<file path="src/rtl/index_allocator_pkg.sv">
// ---------------------------------------------------------------------------
// index_allocator_pkg
//   Shared definitions for the slot/tag allocator.
//   - log2up()      : index width helper; returns at least 1 so N==1 still
//                     produces a usable one-bit index.
//   - slot_idx_t    : slot index type sized for the largest legal pool
//                     (64). Instances slice it down to their own LN.
//   - alloc_err_e   : classification of a rejected release.
// ---------------------------------------------------------------------------
package index_allocator_pkg;

    localparam int MAX_SLOTS = 64;
    localparam int MAX_LN    = 6;

    typedef logic [MAX_LN-1:0] slot_idx_t;

    typedef enum logic [1:0] {
        ERR_NONE        = 2'd0,
        ERR_RANGE       = 2'd1,  // release_index >= N
        ERR_SAME_CYCLE  = 2'd2,  // released the slot being granted this cycle
        ERR_DOUBLE_FREE = 2'd3   // released a slot that is already free
    } alloc_err_e;

    function automatic int log2up(input int n);
        int w;
        w = 1;
        while ((1 << w) < n) begin
            w = w + 1;
        end
        return w;
    endfunction

endpackage

</file>
<file path="src/rtl/index_decoder.sv">
// ---------------------------------------------------------------------------
// index_decoder
//   Turns a returned slot index into a one-hot set mask for the free bitmap.
//   Purely combinational.
//   Ports:
//     index        in  LN  slot index to decode
//     enable       in  1   decode only when set; outputs are zero otherwise
//     onehot       out N   one-hot of index (all zero when out of range)
//     out_of_range out 1   enable && index >= N
// ---------------------------------------------------------------------------
module index_decoder #(
    parameter int N  = 8,
    parameter int LN = 3
) (
    input  logic [LN-1:0] index,
    input  logic          enable,
    output logic [N-1:0]  onehot,
    output logic          out_of_range
);

    // Zero-extend before comparing so non-power-of-two pools catch the
    // unused upper codes.
    logic [31:0] index_wide;
    assign index_wide   = {{(32-LN){1'b0}}, index};
    assign out_of_range = enable && (index_wide >= 32'(N));

    for (genvar gi = 0; gi < N; gi++) begin : g_dec
        assign onehot[gi] = enable && (index == LN'(gi));
    end

endmodule

</file>
<file path="src/rtl/index_allocator.sv">
// ---------------------------------------------------------------------------
// index_allocator
//   N-entry slot allocator. A priority select over the free bitmap offers one
//   slot on a valid/ready acquire port; returned slots are decoded back into
//   the bitmap. Releases are always accepted; illegal ones are dropped.
//   Ports:
//     clk            in  1   rising-edge clock
//     reset          in  1   synchronous, active low
//     acquire_valid  in  1   requester wants a slot
//     acquire_ready  out 1   at least one slot free (from register only)
//     acquire_index  out LN  slot granted on fire
//     release_valid  in  1   a slot is being returned
//     release_index  in  LN  returned slot
//     free_mask      out N   registered free bitmap, 1 = free
//     count          out CW  registered allocated-slot count
//     full / empty   out 1   registered, count == N / count == 0
//   ASSERT_ILLEGAL gates the simulation check on rejected releases; the
//   rejection itself is always visible on the internal illegal_release net.
// ---------------------------------------------------------------------------
module index_allocator
    import index_allocator_pkg::*;
#(
    parameter int N              = 8,
    parameter int REVERSE        = 0,
    parameter int LN             = log2up(N),
    parameter int CW             = log2up(N + 1),
    parameter bit ASSERT_ILLEGAL = 1'b1
) (
    input  logic          clk,
    input  logic          reset,
    input  logic          acquire_valid,
    output logic          acquire_ready,
    output logic [LN-1:0] acquire_index,
    input  logic          release_valid,
    input  logic [LN-1:0] release_index,
    output logic [N-1:0]  free_mask,
    output logic [CW-1:0] count,
    output logic          full,
    output logic          empty
);

    logic [N-1:0]  free_mask_reg, free_mask_next;
    logic [CW-1:0] count_reg, count_next;
    logic          full_reg, empty_reg;

    logic [N-1:0]  sel_onehot;
    logic [LN-1:0] sel_index;
    logic          fire;
    logic [N-1:0]  acq_mask;
    logic [N-1:0]  rel_onehot;
    logic          rel_out_of_range;
    logic          rel_legal;
    logic [N-1:0]  rel_mask;
    alloc_err_e    release_err;
    logic          illegal_release;

    // Priority select: scan in the losing direction and let each later free
    // bit overwrite, so the last hit is the winner.
    always_comb begin
        int j;
        j          = 0;
        sel_onehot = '0;
        sel_index  = '0;
        for (int i = 0; i < N; i++) begin
            j = (REVERSE != 0) ? i : (N - 1 - i);
            if (free_mask_reg[j]) begin
                sel_onehot    = '0;
                sel_onehot[j] = 1'b1;
                sel_index     = LN'(j);
            end
        end
    end

    assign acquire_ready = |free_mask_reg;
    assign acquire_index = sel_index;
    assign fire          = acquire_valid && acquire_ready;
    assign acq_mask      = fire ? sel_onehot : '0;

    index_decoder #(
        .N  (N),
        .LN (LN)
    ) u_release_dec (
        .index        (release_index),
        .enable       (release_valid),
        .onehot       (rel_onehot),
        .out_of_range (rel_out_of_range)
    );

    // Releasing the slot granted this cycle is caught before the generic
    // double-free test so the error code says what actually happened.
    always_comb begin
        release_err = ERR_NONE;
        if (release_valid) begin
            if (rel_out_of_range) begin
                release_err = ERR_RANGE;
            end else if (|(rel_onehot & acq_mask)) begin
                release_err = ERR_SAME_CYCLE;
            end else if (|(rel_onehot & free_mask_reg)) begin
                release_err = ERR_DOUBLE_FREE;
            end
        end
    end

    assign illegal_release = (release_err != ERR_NONE);
    assign rel_legal       = release_valid && !illegal_release;
    assign rel_mask        = rel_legal ? rel_onehot : '0;

    assign free_mask_next = (free_mask_reg & ~acq_mask) | rel_mask;
    assign count_next     = count_reg + CW'(fire) - CW'(rel_legal);

    always_ff @(posedge clk) begin
        if (!reset) begin
            free_mask_reg <= '1;
            count_reg     <= '0;
            full_reg      <= 1'b0;
            empty_reg     <= 1'b1;
        end else begin
            free_mask_reg <= free_mask_next;
            count_reg     <= count_next;
            // Derived from the next count so they move with count.
            full_reg      <= (count_next == CW'(N));
            empty_reg     <= (count_next == '0);
        end
    end

    assign free_mask = free_mask_reg;
    assign count     = count_reg;
    assign full      = full_reg;
    assign empty     = empty_reg;

    // Occupancy must always agree with the bitmap.
    always_ff @(posedge clk) begin
        if (reset) begin
            assert (int'(count_reg) == N - $countones(free_mask_reg));
        end
    end

    if (ASSERT_ILLEGAL) begin : g_illegal_chk
        always_ff @(posedge clk) begin
            if (reset) begin
                assert (!illegal_release);
            end
        end
    end

endmodule

</file>
<file path="config.mk">
export PLATFORM = sky130hd
export DESIGN_NAME = index_allocator
export DESIGN_NICKNAME = d
export VERILOG_FILES = /design/src/rtl/index_allocator_pkg.sv /design/src/rtl/index_decoder.sv /design/src/rtl/index_allocator.sv
export SDC_FILE = /design/constraint.sdc
export NUM_CORES = 1
export LEC_CHECK = 0
export ABC_CLOCK_PERIOD_IN_PS = 6100
export CORE_ASPECT_RATIO = 1.25
export CORE_UTILIZATION = 49
export CTS_CLUSTER_DIAMETER = 80
export DETAILED_ROUTE_END_ITERATION = 16
export GPL_TIMING_DRIVEN = 0
export MAX_ROUTING_LAYER = met4
export PLACE_DENSITY = 0.92
export RECOVER_POWER = 25
export SLEW_MARGIN = 25
export SYNTH_ARGS = -nofsm -noshare
export SYNTH_HDL_FRONTEND = slang
export SYNTH_SLANG_ARGS = --single-unit
</file>
<file path="constraint.sdc">
create_clock -name clk -period 6.1 [get_ports clk]
set_clock_uncertainty 0.05 [all_clocks]
set_input_delay 0.61 -clock clk [delete_from_list [all_inputs] [get_ports clk]]
set_output_delay 0.61 -clock clk [all_outputs]
set_load 0.02 [all_outputs]
</file>
# Word level (Yosys, flattened, before mapping)
# Index checks and enable logic that the tools add are counted.
[word_totals]
regBits = 14
elab_cells = 60
inputBits = 7
[op_classes]
bitwise_logic = 5
reduce_logical = 18
n_eq_ne = 8
magnitude_cmp = 1
n_addsub = 2
muxes = 22
[ops]
columns = ["op", "n"]
rows = [
  ["2-to-1 mux 8 bit", 10],
  ["bitwise AND 8 bit", 3],
  ["2-to-1 mux 3 bit", 8],
  ["OR reduction 8 bit", 3],
  ["== test 3 bit (second input constant)", 4],
  ["logical AND 1 bit", 11],
  ["2-to-1 mux 2 bit", 4],
  ["NOT 8 bit", 1],
  ["bitwise OR 8 bit", 1],
  ["== test 3 x 2 -> 1 bit (second input constant)", 2],
  ["adder 4 x 1 -> 4 bit", 1],
  ["== test 4 bit (second input constant)", 1],
  [">= comparator 3 x 4 -> 1 bit (second input constant)", 1],
  ["logical NOT 4 bit", 1],
  ["subtractor 4 x 1 -> 4 bit", 1],
  ["== test 3 x 1 -> 1 bit (second input constant)", 1],
  ["logical NOT 3 bit", 1],
  ["nonzero test 2 bit", 1],
  ["logical NOT 1 bit", 1],
]

# Logic depth before layout (Yosys ltp)
# Gate-level depths: netlist (run 1).
[logic_depth]
ltp_word = 19
depth_mapped = 13
depth_no_buf = 12

# Cells and area by module
# From an unflattened synthesis (run 1), not the netlist that was laid out.
[unflattened]
cells_unflattened = 85
area_unflattened_um2 = 827.0
[by_module_without_submodules]
columns = ["mod", "n_inst", "area_per_inst_um2", "cells_each", "seq_area_each_um2"]
rows = [
  ["index_allocator", 1, 720.7, 75, 280.3],
  ["index_decoder", 1, 106.4, 10, 0.0],
]

# Worst setup path before layout (run 1)
# No wires, ideal clock.
[synth_path]
path_type = "input -> register"
start = "in release_index[2]"
end = "reg full_reg (netlist: full)"
slack_ns = 3.259
required_time_ns = 5.934
stages = 13
setup_time_ns = 0.116
path_buffers = 1
t_arrival_ns = 2.675
cell_sequence = "buf_2 nand2b_4 o32ai_1 nor3_1 o311a_1 ha_1 inv_1 ha_1 inv_1 fa_1 xnor2_1 nor3_1 and3_1"
[synth_via]
elab_chain_cells = 13
[synth_rtl]
columns = ["item", "line_no", "text"]
rows = [
  ["from (decl)", "index_allocator.sv:35", "input logic [LN-1:0] release_index,"],
  ["== test 3 x 1 -> 1 bit, or another cell as far along", "index_decoder.sv:28", "assign onehot[gi] = enable && (index == LN'(gi));"],
  ["logical AND 1 bit", "index_decoder.sv:28", ""],
  ["bitwise AND 8 bit", "index_allocator.sv:98", "end else if (|(rel_onehot & free_mask_reg)) begin"],
  ["OR reduction 8 bit", "index_allocator.sv:98", ""],
  ["2-to-1 mux 2 bit", "index_allocator.sv:98", ""],
  ["2-to-1 mux 2 bit", "index_allocator.sv:96", "end else if (|(rel_onehot & acq_mask)) begin"],
  ["2-to-1 mux 2 bit *", "index_allocator.sv:94", "if (rel_out_of_range) begin"],
  ["2-to-1 mux 2 bit *", "index_allocator.sv:93", "if (release_valid) begin"],
  ["nonzero test 2 bit *", "index_allocator.sv:104", "assign illegal_release = (release_err != ERR_NONE);"],
  ["logical NOT 1 bit *", "index_allocator.sv:105", "assign rel_legal = release_valid && !illegal_release;"],
  ["logical AND 1 bit *", "index_allocator.sv:105", ""],
  ["subtractor 4 x 1 -> 4 bit *", "index_allocator.sv:109", "assign count_next = count_reg + CW'(fire) - CW'(rel_legal);"],
  ["== test 4 bit *", "index_allocator.sv:121", "full_reg <= (count_next == CW'(N));"],
  ["to (signal assigned)", "index_allocator.sv:121", ""],
  ["to (decl)", "index_allocator.sv:44", "logic full_reg, empty_reg;"],
]
# Mark *: on every way between the ends. The rest lies on a longest branch, timed or not.
# A chain may end at the register's enable or synchronous reset.

# Final worst setup path (run 1)
[layout_path]
start = "in release_valid"
end = "reg full_reg (netlist: full)"
[layout_via]
elab_chain_cells = 12
[layout_rtl]
columns = ["item", "line_no", "text"]
rows = [
  ["from (decl)", "index_allocator.sv:34", "input logic release_valid,"],
  ["logical AND 1 bit", "index_decoder.sv:28", ""],
  ["bitwise AND 8 bit", "index_allocator.sv:98", ""],
  ["OR reduction 8 bit", "index_allocator.sv:98", ""],
  ["2-to-1 mux 2 bit", "index_allocator.sv:98", ""],
  ["2-to-1 mux 2 bit", "index_allocator.sv:96", ""],
  ["2-to-1 mux 2 bit", "index_allocator.sv:94", ""],
  ["2-to-1 mux 2 bit", "index_allocator.sv:93", ""],
  ["nonzero test 2 bit", "index_allocator.sv:104", ""],
  ["logical NOT 1 bit", "index_allocator.sv:105", ""],
  ["logical AND 1 bit *", "index_allocator.sv:105", ""],
  ["subtractor 4 x 1 -> 4 bit *", "index_allocator.sv:109", ""],
  ["== test 4 bit *", "index_allocator.sv:121", ""],
]
# Marked as above.

==> impl_metrics.yaml, run 1 <==
cells_and_area:
  syn_to_final_growth_pct: 31.85
  diodes: 0
  nNetsFinal: 135
  fill_cells: 131
  largest_reg_flops: 8
  drive_gt1_share_pct: 10.66
worst_setup_path:
  timing.rr.end: "full"
  critical_path_class: "in -> reg"
  cp-start-kind: "input port"
  cpPeakStageDelay_ns: 0.60
  crit_chain: "clkdlybuf4s50_1 -> nand2b_4 -> o32ai_1 -> nor3_1 -> o311a_1 -> ha_1 -> inv_1 -> ha_1 -> inv_1 -> fa_1 -> xnor2_1 -> nor3_1 -> and3_1"
  cp.depth: 13
  setup.worst_path.end: "full"
  slowest_stage: "clkdlybuf4s50_1"
  crit_fanout: 5
  worst_r2r_path_depth: 13
  crit_family: "adder cells"
  path_buf_inv: 3
  crit_required_ns: 6.22
  rr_startpoint: "free_mask[4]"
  cp-end-kind: "flip-flop"
  startpoint: "release_valid"
  rrSetupSlack_ns: 3.32
  critPathArrivalTime_ns: 3.28
global_routing:
  grt_use_total_pct: 21.87
  overflow: 0
  antenna_found_initial: 0
  grt_pass1_wl_um: 3008
  grt_pass1_vias: 750
  grt_start_max_net_pins: 11
detailed_routing:
  viasPerCell: 5.814
  drt_iter0_drc: 11
  first_pass_iters: 4
  vias: 814
  wl_per_cell_um: 12.81
  ant_nets: 0
  wl_um: 1793
  route.detailed.drc: 0
timing:
  layout_min_cycle_time_ns: 3.165
  hold_violations: 0
  max-slew-margin-rel_pct: 72.42
  whs_ns: 0.5815
  tns_ns: 0
  setup_viol: 0
  drv_slew: 0
  rsz0062_at_grt: "false"
  layout_setup_ws_ns: 2.935
  post-route-period-util_pct: 51.89
  fmax_mhz: 315.9
  worstMarginPinSlew_ns: 0.4137
worst_hold_path:
  worstHoldPathType: "reg -> reg"
floorplanning:
  dieArea_mm2: 0.001895
  start_util_pct: 53.40
  dieHeight_um: 48.42
  core_area_mm2: 0.001582
  io_pins: 25
  die_w_um: 39.14
  num_rows: 16
clocking:
  post_cts_resized: 0
  clock_path_buffers: 2
  holdBufCountCts: 0
  cts.sinks: 14
  cts-root-buf: "clkbuf_4"
  clkSlewWorstSetupHoldPaths_ns: 0.08
  clk_latency_ns: 0.27
  cts_tree: "built"
  cts_buffers: 3
  htree_levels: 1
  cts_setup_buffers: 0
yosys:
  synth.area.top_cells: "dfxtp_1 (33%), ha_1 (5.9%), mux2i_1 (4.7%)"
  syn_avg_cell_area_um2: 8.707
  synth_nets: 109
  ys_seq_elements: 14
  synthCells: 97
  yosysTopAreaCell: "dfxtp_1"
  synth_cell_type_count: 35
  yosys_warnings: 0
  synth-seq-area-share_pct: 33.19
  synthDominantCellAreaShare_pct: 33.19
  synth_area_um2: 844.6
placement:
  place_ws_ns: 2.673
  port_buffers: 21
  place_congestion: 0.7691
  dp_hpwl_um: 1371
pwr:
  power.density_mw_per_mm2: 279.1
  max-vdd-ir-drop_uv: 137.0
  fin_total_pwr_mw: 0.3108
  power.leakage_nw: 0.4611
job:
  drv_cap: 0
run_status:
  status: "finished clean"
## tightest hold or removal path: stages (launching register included)
cell      delay [ns]
dfxtp_1         0.41
nand2b_1        0.11
nand3_1         0.07
## metrics by stage
step                instance area (µm²)  std cells  utilization (%)
global route                       1114        140            70.41
floorplan                         844.6         97                -
detailed placement                 1077        136            68.12
CTS                                1114        140            70.41
finish                             1114        140            70.41
global placement                   1077        136            68.12
## routing by layer
layer | routed length, µm | up-vias | part of all wire (%) | GRT usage, %
met4 | 0 | 0 | 0 | 6.897
met1 | 773 | 381 | 43 | 26.39
met5 | 0 | - | 0 | -
li1 | - | 398 | - | -
met2 | 915 | 35 | 51 | 36.39
met3 | 105 | 0 | 5.9 | 2.752
## synthesized netlist by cell type
library cell,number
o32ai_1,1
o311ai_0,1
o21ai_0,4
nand2_2,1
and2_1,3
a21oi_2,1
or4_1,1
dfxtp_1,14
clkbuf_1,2
buf_2,3
nand2b_1,3
nand2b_4,1
xnor2_1,3
o41ai_2,1
ha_1,4
and3_1,1
o21bai_1,1
nand3b_1,1
nand2_1,9
inv_1,9
mux2i_1,4
nor4_1,4
nor4_4,1
a41oi_1,1
o311a_1,1
a21oi_1,4
nor3_1,4
o31ai_2,1
a21o_1,1
nor2_1,4
fa_1,1
o31a_1,1
nor2b_1,2
nand3_1,2
o311ai_1,2
## cell type report
| class | count | area [µm²] | share of cell area (%) |
|---|---|---|---|
| multi-input cells | 69 | 508.0 | 45.62 |
| inverters | 9 | 33.78 | 3.034 |
| clock buffers | 4 | 36.28 | 3.258 |
| repair buffers | 21 | 210.2 | 18.88 |
| plain buffers | 5 | 22.52 | 2.022 |
| flip-flops and latches | 14 | 280.3 | 25.17 |
| well taps | 18 | 22.52 | 2.022 |
## report_power, final
part / switching, mW / total, mW / internal (mW)
registers: 0.0105 / 0.116 / 0.106
logic: 0.0667 / 0.130 / 0.0636
clock network: 0.0282 / 0.0644 / 0.0362
## cell families after synthesis
group / synth area share [%]
adder cells (fa/ha/maj): 8.297
AO/OA/AOI/OAI: 18.37
AND/OR/NAND/NOR: 25.63
XOR/XNOR: 3.112
buffers and inverters: 6.666
flip-flops: 33.19
multiplexers: 4.741
## cells in the final DEF, fill, tap and decap left out, types with 4 or more instances in the layout
cell | synthesis | layout
o21ai_0 | 4 | 4
nor3_1 | 4 | 4
inv_1 | 9 | 9
nand2_1 | 9 | 9
mux2i_1 | 4 | 4
nor2_1 | 4 | 4
a21oi_1 | 4 | 4
nor4_1 | 4 | 4
clkdlybuf4s50_1 | 0 | 20
dfxtp_1 | 14 | 14
ha_1 | 4 | 4
## worst min path at each step
stage,start,to,slack (ns),cells after the start
floorplan,free_mask[6],free_mask[6],0.58,2
global placement,free_mask[6],free_mask[6],0.54,2
detailed placement,free_mask[6],free_mask[6],0.53,2
CTS,free_mask[6],free_mask[6],0.56,2
global route,free_mask[6],free_mask[6],0.64,2
finish,free_mask[0],free_mask[0],0.58,2
Note: power is estimated with default switching activity, not from simulation.
==> run 2: changes to the inputs <==
Settings changed: ABC_CLOCK_PERIOD_IN_PS 6100 to 3000, CORE_UTILIZATION 49 to 45, PLACE_DENSITY 0.92 to 0.86.
Clock period 6.1 ns to 3 ns, I/O delays scaled along.
==> impl_metrics.yaml, run 2 (synthesis results as in run 1) <==
run_status:
  status: "finished clean"
cells_and_area:
  diodes: 0
  layout_commonest_cell: "clkdlybuf4s50_1"
  drive_gt1_share_pct: 9.917
  mostFrequentLayoutCells: "clkdlybuf4s50_1 (20), dfxtp_1 (14), inv_1 (9), nand2_1 (9), nor4_1 (5)"
  syn_to_final_growth_pct: 30.07
  nNetsFinal: 134
  largest_reg_flops: 8
  fin_area_mm2: 0.001099
  final_util_pct: 62.23
clocking:
  clk_latency_ns: 0.28
  holdBufCountCts: 0
  cts_tree: "built"
  cts.sinks: 14
  htree_levels: 1
  cts_setup_buffers: 0
  clock_path_buffers: 2
  clkSlewWorstSetupHoldPaths_ns: 0.09
  post_cts_resized: 0
  cts-root-buf: "clkbuf_4"
  cts_buffers: 3
worst_setup_path:
  crit_chain: "clkdlybuf4s50_1 -> nand2b_4 -> o32ai_1 -> nor3_1 -> o311a_1 -> ha_1 -> inv_1 -> ha_1 -> inv_1 -> fa_1 -> inv_1 -> o41ai_2"
  critPathArrivalTime_ns: 2.96
  timing.rr.end: "empty"
  path_buf_inv: 4
  worst_r2r_path_depth: 10
  slowest_stage: "clkdlybuf4s50_1"
  rr_startpoint: "free_mask[3]"
  cpPeakStageDelay_ns: 0.60
  crit_family: "adder cells"
  cp-end-kind: "flip-flop"
  critical_path_class: "in -> reg"
  crit_required_ns: 3.14
  cp-start-kind: "input port"
  crit_fanout: 5
  rrSetupSlack_ns: 0.24
  crit_top_cell: "inv_1"
placement:
  place_area_mm2: 0.001079
  dp_hpwl_um: 1513
  place_congestion: 0.7339
  port_buffers: 21
global_routing:
  grt_pass1_vias: 794
  overflow: 0
  antenna_found_initial: 0
  grt_start_max_net_pins: 11
  grt_use_total_pct: 24.41
  grt_pass1_wl_um: 3312
floorplanning:
  num_rows: 17
  io_pins: 25
  die_w_um: 40.75
  dieArea_mm2: 0.002055
  start_util_pct: 47.84
  core_area_mm2: 0.001765
  dieHeight_um: 50.44
timing:
  layout_min_cycle_time_ns: 2.818
  post-route-period-util_pct: 93.92
  fmax_mhz: 354.9
  rsz0062_at_grt: "false"
  max-slew-margin-rel_pct: 60.81
  worstMarginPinSlew_ns: 0.5825
  drv_slew: 0
  hold_violations: 0
  whs_ns: 0.3112
  setup_viol: 0
pwr:
  fin_total_pwr_mw: 0.6531
  max-vdd-ir-drop_uv: 292.8
  power.density_mw_per_mm2: 594.5
  power.leakage_nw: 0.4552
detailed_routing:
  first_pass_iters: 4
  wl_per_cell_um: 13.86
  drt_iter0_drc: 7
  route.detailed.drc: 0
  viasPerCell: 5.721
  wl_um: 1941
  ant_nets: 0
  vias: 801
worst_hold_path:
  worstHoldPathType: "in -> reg"
  holdPathStages: 3
  hold_start: "release_index[1]"
  min_to: "free_mask[6]"
job:
  drv_cap: 0
run 2: power by group:
| part | internal [mW] | switching, mW |
|---|---|---|
| Sequential | 0.215 | 0.0209 |
| Clock | 0.0739 | 0.0641 |
| Combinational | 0.138 | 0.142 |
| Total | 0.426 | 0.227 |
run 2: layer usage:
metal | vias to the layer above | share of wire, % | GRT usage, %
li1 | 392 | - | -
met1 | 374 | 39 | 26.48
met2 | 29 | 53 | 39.42
met3 | 6 | 4.7 | 2.655
met4 | 0 | 3.6 | 16.11
met5 | - | 0 | -
run 2: how the worst max path moves through the flow:
stage / startpoint / to / slack [ns] / depth (start not counted)
final: release_valid / empty / 0.18 / 12
after global routing: release_valid / empty / 0.02 / 12
after CTS: free_mask[4] / full / 0.12 / 13
after detailed placement: release_valid / full / -0.18 / 13
after global placement: release_valid / full / -0.03 / 13
after floorplan: free_mask[4] / full / 0.30 / 12
run 2: metrics by stage:
| step | TNS, ns | worst slack, ns | instances |
|---|---|---|---|
| after detailed placement | -0.3172 | -0.1751 | 137 |
| after global placement | -0.03591 | -0.03405 | 137 |
| after CTS | 0 | 0.1175 | 141 |
| after global routing | 0 | 0.02431 | 140 |
| after floorplan | 0 | 0.2987 | 97 |
| final | 0 | 0.1824 | 140 |
run 2: layout make-up:
class,instances,area (µm²)
Buffer,4,18.77
Inverter,9,33.78
Multi-Input combinational cell,69,495.5
Sequential cell,14,280.3
Clock buffer,4,36.28
Timing Repair Buffer,21,210.2
Fill cell,167,666.9
Tap cell,19,23.77
run 2: worst reg2reg max path: cells and delay by family (launching register included):
| family | cells | cell delay, ns |
|---|---|---|
| compound gates | 1 | 0.33 |
| fa+ha+maj | 3 | 0.90 |
| buf+inv | 3 | 0.20 |
| flops | 1 | 0.37 |
| simple gates | 3 | 0.83 |
==> run 3: changes to the inputs <==
==> constraint.sdc (replaced) <==
create_clock -name clk -period 3 [get_ports clk]
set_clock_uncertainty 0.05 [all_clocks]
set_input_delay 0.6 -clock clk [delete_from_list [all_inputs] [get_ports clk]]
set_output_delay 0.6 -clock clk [all_outputs]
set_load 0.02 [all_outputs]
==> impl_metrics.yaml, run 3 (synthesis results as in run 1) <==
run_status:
  status: "finished clean"
cells_and_area:
  fill_cells: 163
  nNetsFinal: 134
  diodes: 0
  largest_reg_flops: 8
  layout_commonest_cell: "clkdlybuf4s50_1"
  mostFrequentLayoutCells: "clkdlybuf4s50_1 (18), dfxtp_1 (14), inv_1 (9), nand2_1 (9)"
  multi_input_area_um2: 519.2
  fin_area_mm2: 0.001125
  seq_area_um2: 280.3
  drive_gt1_share_pct: 12.40
  syn_to_final_growth_pct: 33.19
detailed_routing:
  wl_per_cell_um: 14.17
  route.detailed.drc: 0
  wl_um: 1984
  first_pass_iters: 4
  ant_nets: 0
  viasPerCell: 5.643
  vias: 790
  drt_iter0_drc: 9
clocking:
  post_cts_resized: 2
  cts_buffers: 3
  holdBufCountCts: 0
  cts_setup_buffers: 0
  clk_latency_ns: 0.29
  cts.sinks: 14
  clkSlewWorstSetupHoldPaths_ns: 0.08
  clock_path_buffers: 2
  cts_tree: "built"
  htree_levels: 1
  cts-root-buf: "clkbuf_4"
worst_setup_path:
  rrSetupSlack_ns: 0.25
  cpPeakStageDelay_ns: 0.51
  startpoint: "release_index[0]"
  crit_required_ns: 3.14
  cp-start-kind: "input port"
  crit_fanout: 10
  setup.worst_path.end: "empty"
  worst_r2r_path_depth: 11
  timing.rr.end: "empty"
  crit_chain: "buf_2 -> mux2i_2 -> o32ai_1 -> nor3_1 -> o311a_1 -> ha_1 -> inv_1 -> ha_1 -> inv_1 -> fa_1 -> inv_1 -> o41ai_2"
  critPathArrivalTime_ns: 2.96
  critical_path_class: "in -> reg"
  cp-end-kind: "flip-flop"
  slowest_stage: "fa_1"
  crit_top_cell: "inv_1"
  rr_startpoint: "free_mask[2]"
timing:
  drv_slew: 0
  rsz0062_at_grt: "false"
  layout_min_cycle_time_ns: 2.823
  max-slew-margin-rel_pct: 74.25
  worstMarginPinSlew_ns: 0.3827
  hold_violations: 0
  post-route-period-util_pct: 94.09
  fmax_mhz: 354.3
  tns_ns: 0
  setup_viol: 0
global_routing:
  grt_pass1_wl_um: 3298
  grt_use_total_pct: 24.41
  grt_start_max_net_pins: 11
  overflow: 0
  antenna_found_initial: 0
  grt_pass1_vias: 784
floorplanning:
  die_w_um: 40.75
  dieArea_mm2: 0.002055
  start_util_pct: 47.84
  num_rows: 17
  dieHeight_um: 50.44
  io_pins: 25
  core_area_mm2: 0.001765
placement:
  dp_hpwl_um: 1513
  place_congestion: 0.7339
  port_buffers: 21
  place_area_mm2: 0.001079
pwr:
  max-vdd-ir-drop_uv: 289.2
  power.leakage_nw: 0.4744
  power.density_mw_per_mm2: 581.7
job:
  drv_cap: 0
worst_hold_path:
  worstHoldPathType: "reg -> reg"
-- run 3: cell count changes in the layout (fill, tap and decap cells not counted), sizes merged --
cell           before  now
clkdlybuf4s50      20   18
clkdlybuf4s15       0    1
dlymetal6s2s        0    1
-- run 3: cell type report --
class                   count  area share, %
inverters                   9          3.003
well taps                  19          2.113
multi-input cells          69          46.16
clock buffers               4          3.226
plain buffers               4          1.669
flip-flops and latches     14          24.92
repair buffers             21          18.91
-- run 3: critical path: cells and delay by family --
kind / cells / cell delay, ns
fa+ha+maj: 3 / 0.91
compound gates: 3 / 0.64
buf+inv: 4 / 0.40
simple gates: 1 / 0.15
mux: 1 / 0.27
-- run 3: how the worst min path moves through the flow --
stage              endpoint    startpoint  cells after the start
5_1_grt        free_mask[0]  free_mask[0]                      2
2_1_floorplan  free_mask[6]  free_mask[6]                      2
3_5_place_dp   free_mask[6]  free_mask[6]                      2
6_report       free_mask[0]  free_mask[0]                      2
3_3_place_gp   free_mask[6]  free_mask[6]                      2
4_1_cts        free_mask[6]  free_mask[6]                      2
-- run 3: routing by layer --
metal	track usage, %	wire length (µm)	vias up
met4	16.11	78	0
met5	-	0	-
li1	-	-	390
met3	2.655	73	7
met1	26.76	791	365
met2	39.15	1041	28
-- run 3: metrics by stage --
step                std cells  hold slack, ns  power [mW]  utilization, %  setup slack (ns)
detailed placement        137          0.5391      0.5151           61.09           -0.4751
finish                    140          0.5792      0.6543           63.71            0.1773
CTS                       141          0.5518      0.6621           63.50           0.03906
global route              140          0.6119      0.6967           63.71           0.01537
floorplan                  97          0.5787      0.4181               -            0.1694
global placement          137          0.5247      0.4992           61.09           -0.3341
-- run 3: power breakdown --
group	leakage, nW	total [mW]	switching (mW)	internal (mW)
sequential	0.115	0.237	0.0221	0.215
clock	0.0210	0.138	0.0644	0.0740
combinational	0.338	0.279	0.142	0.137
total	0.474	0.654	0.228	0.426
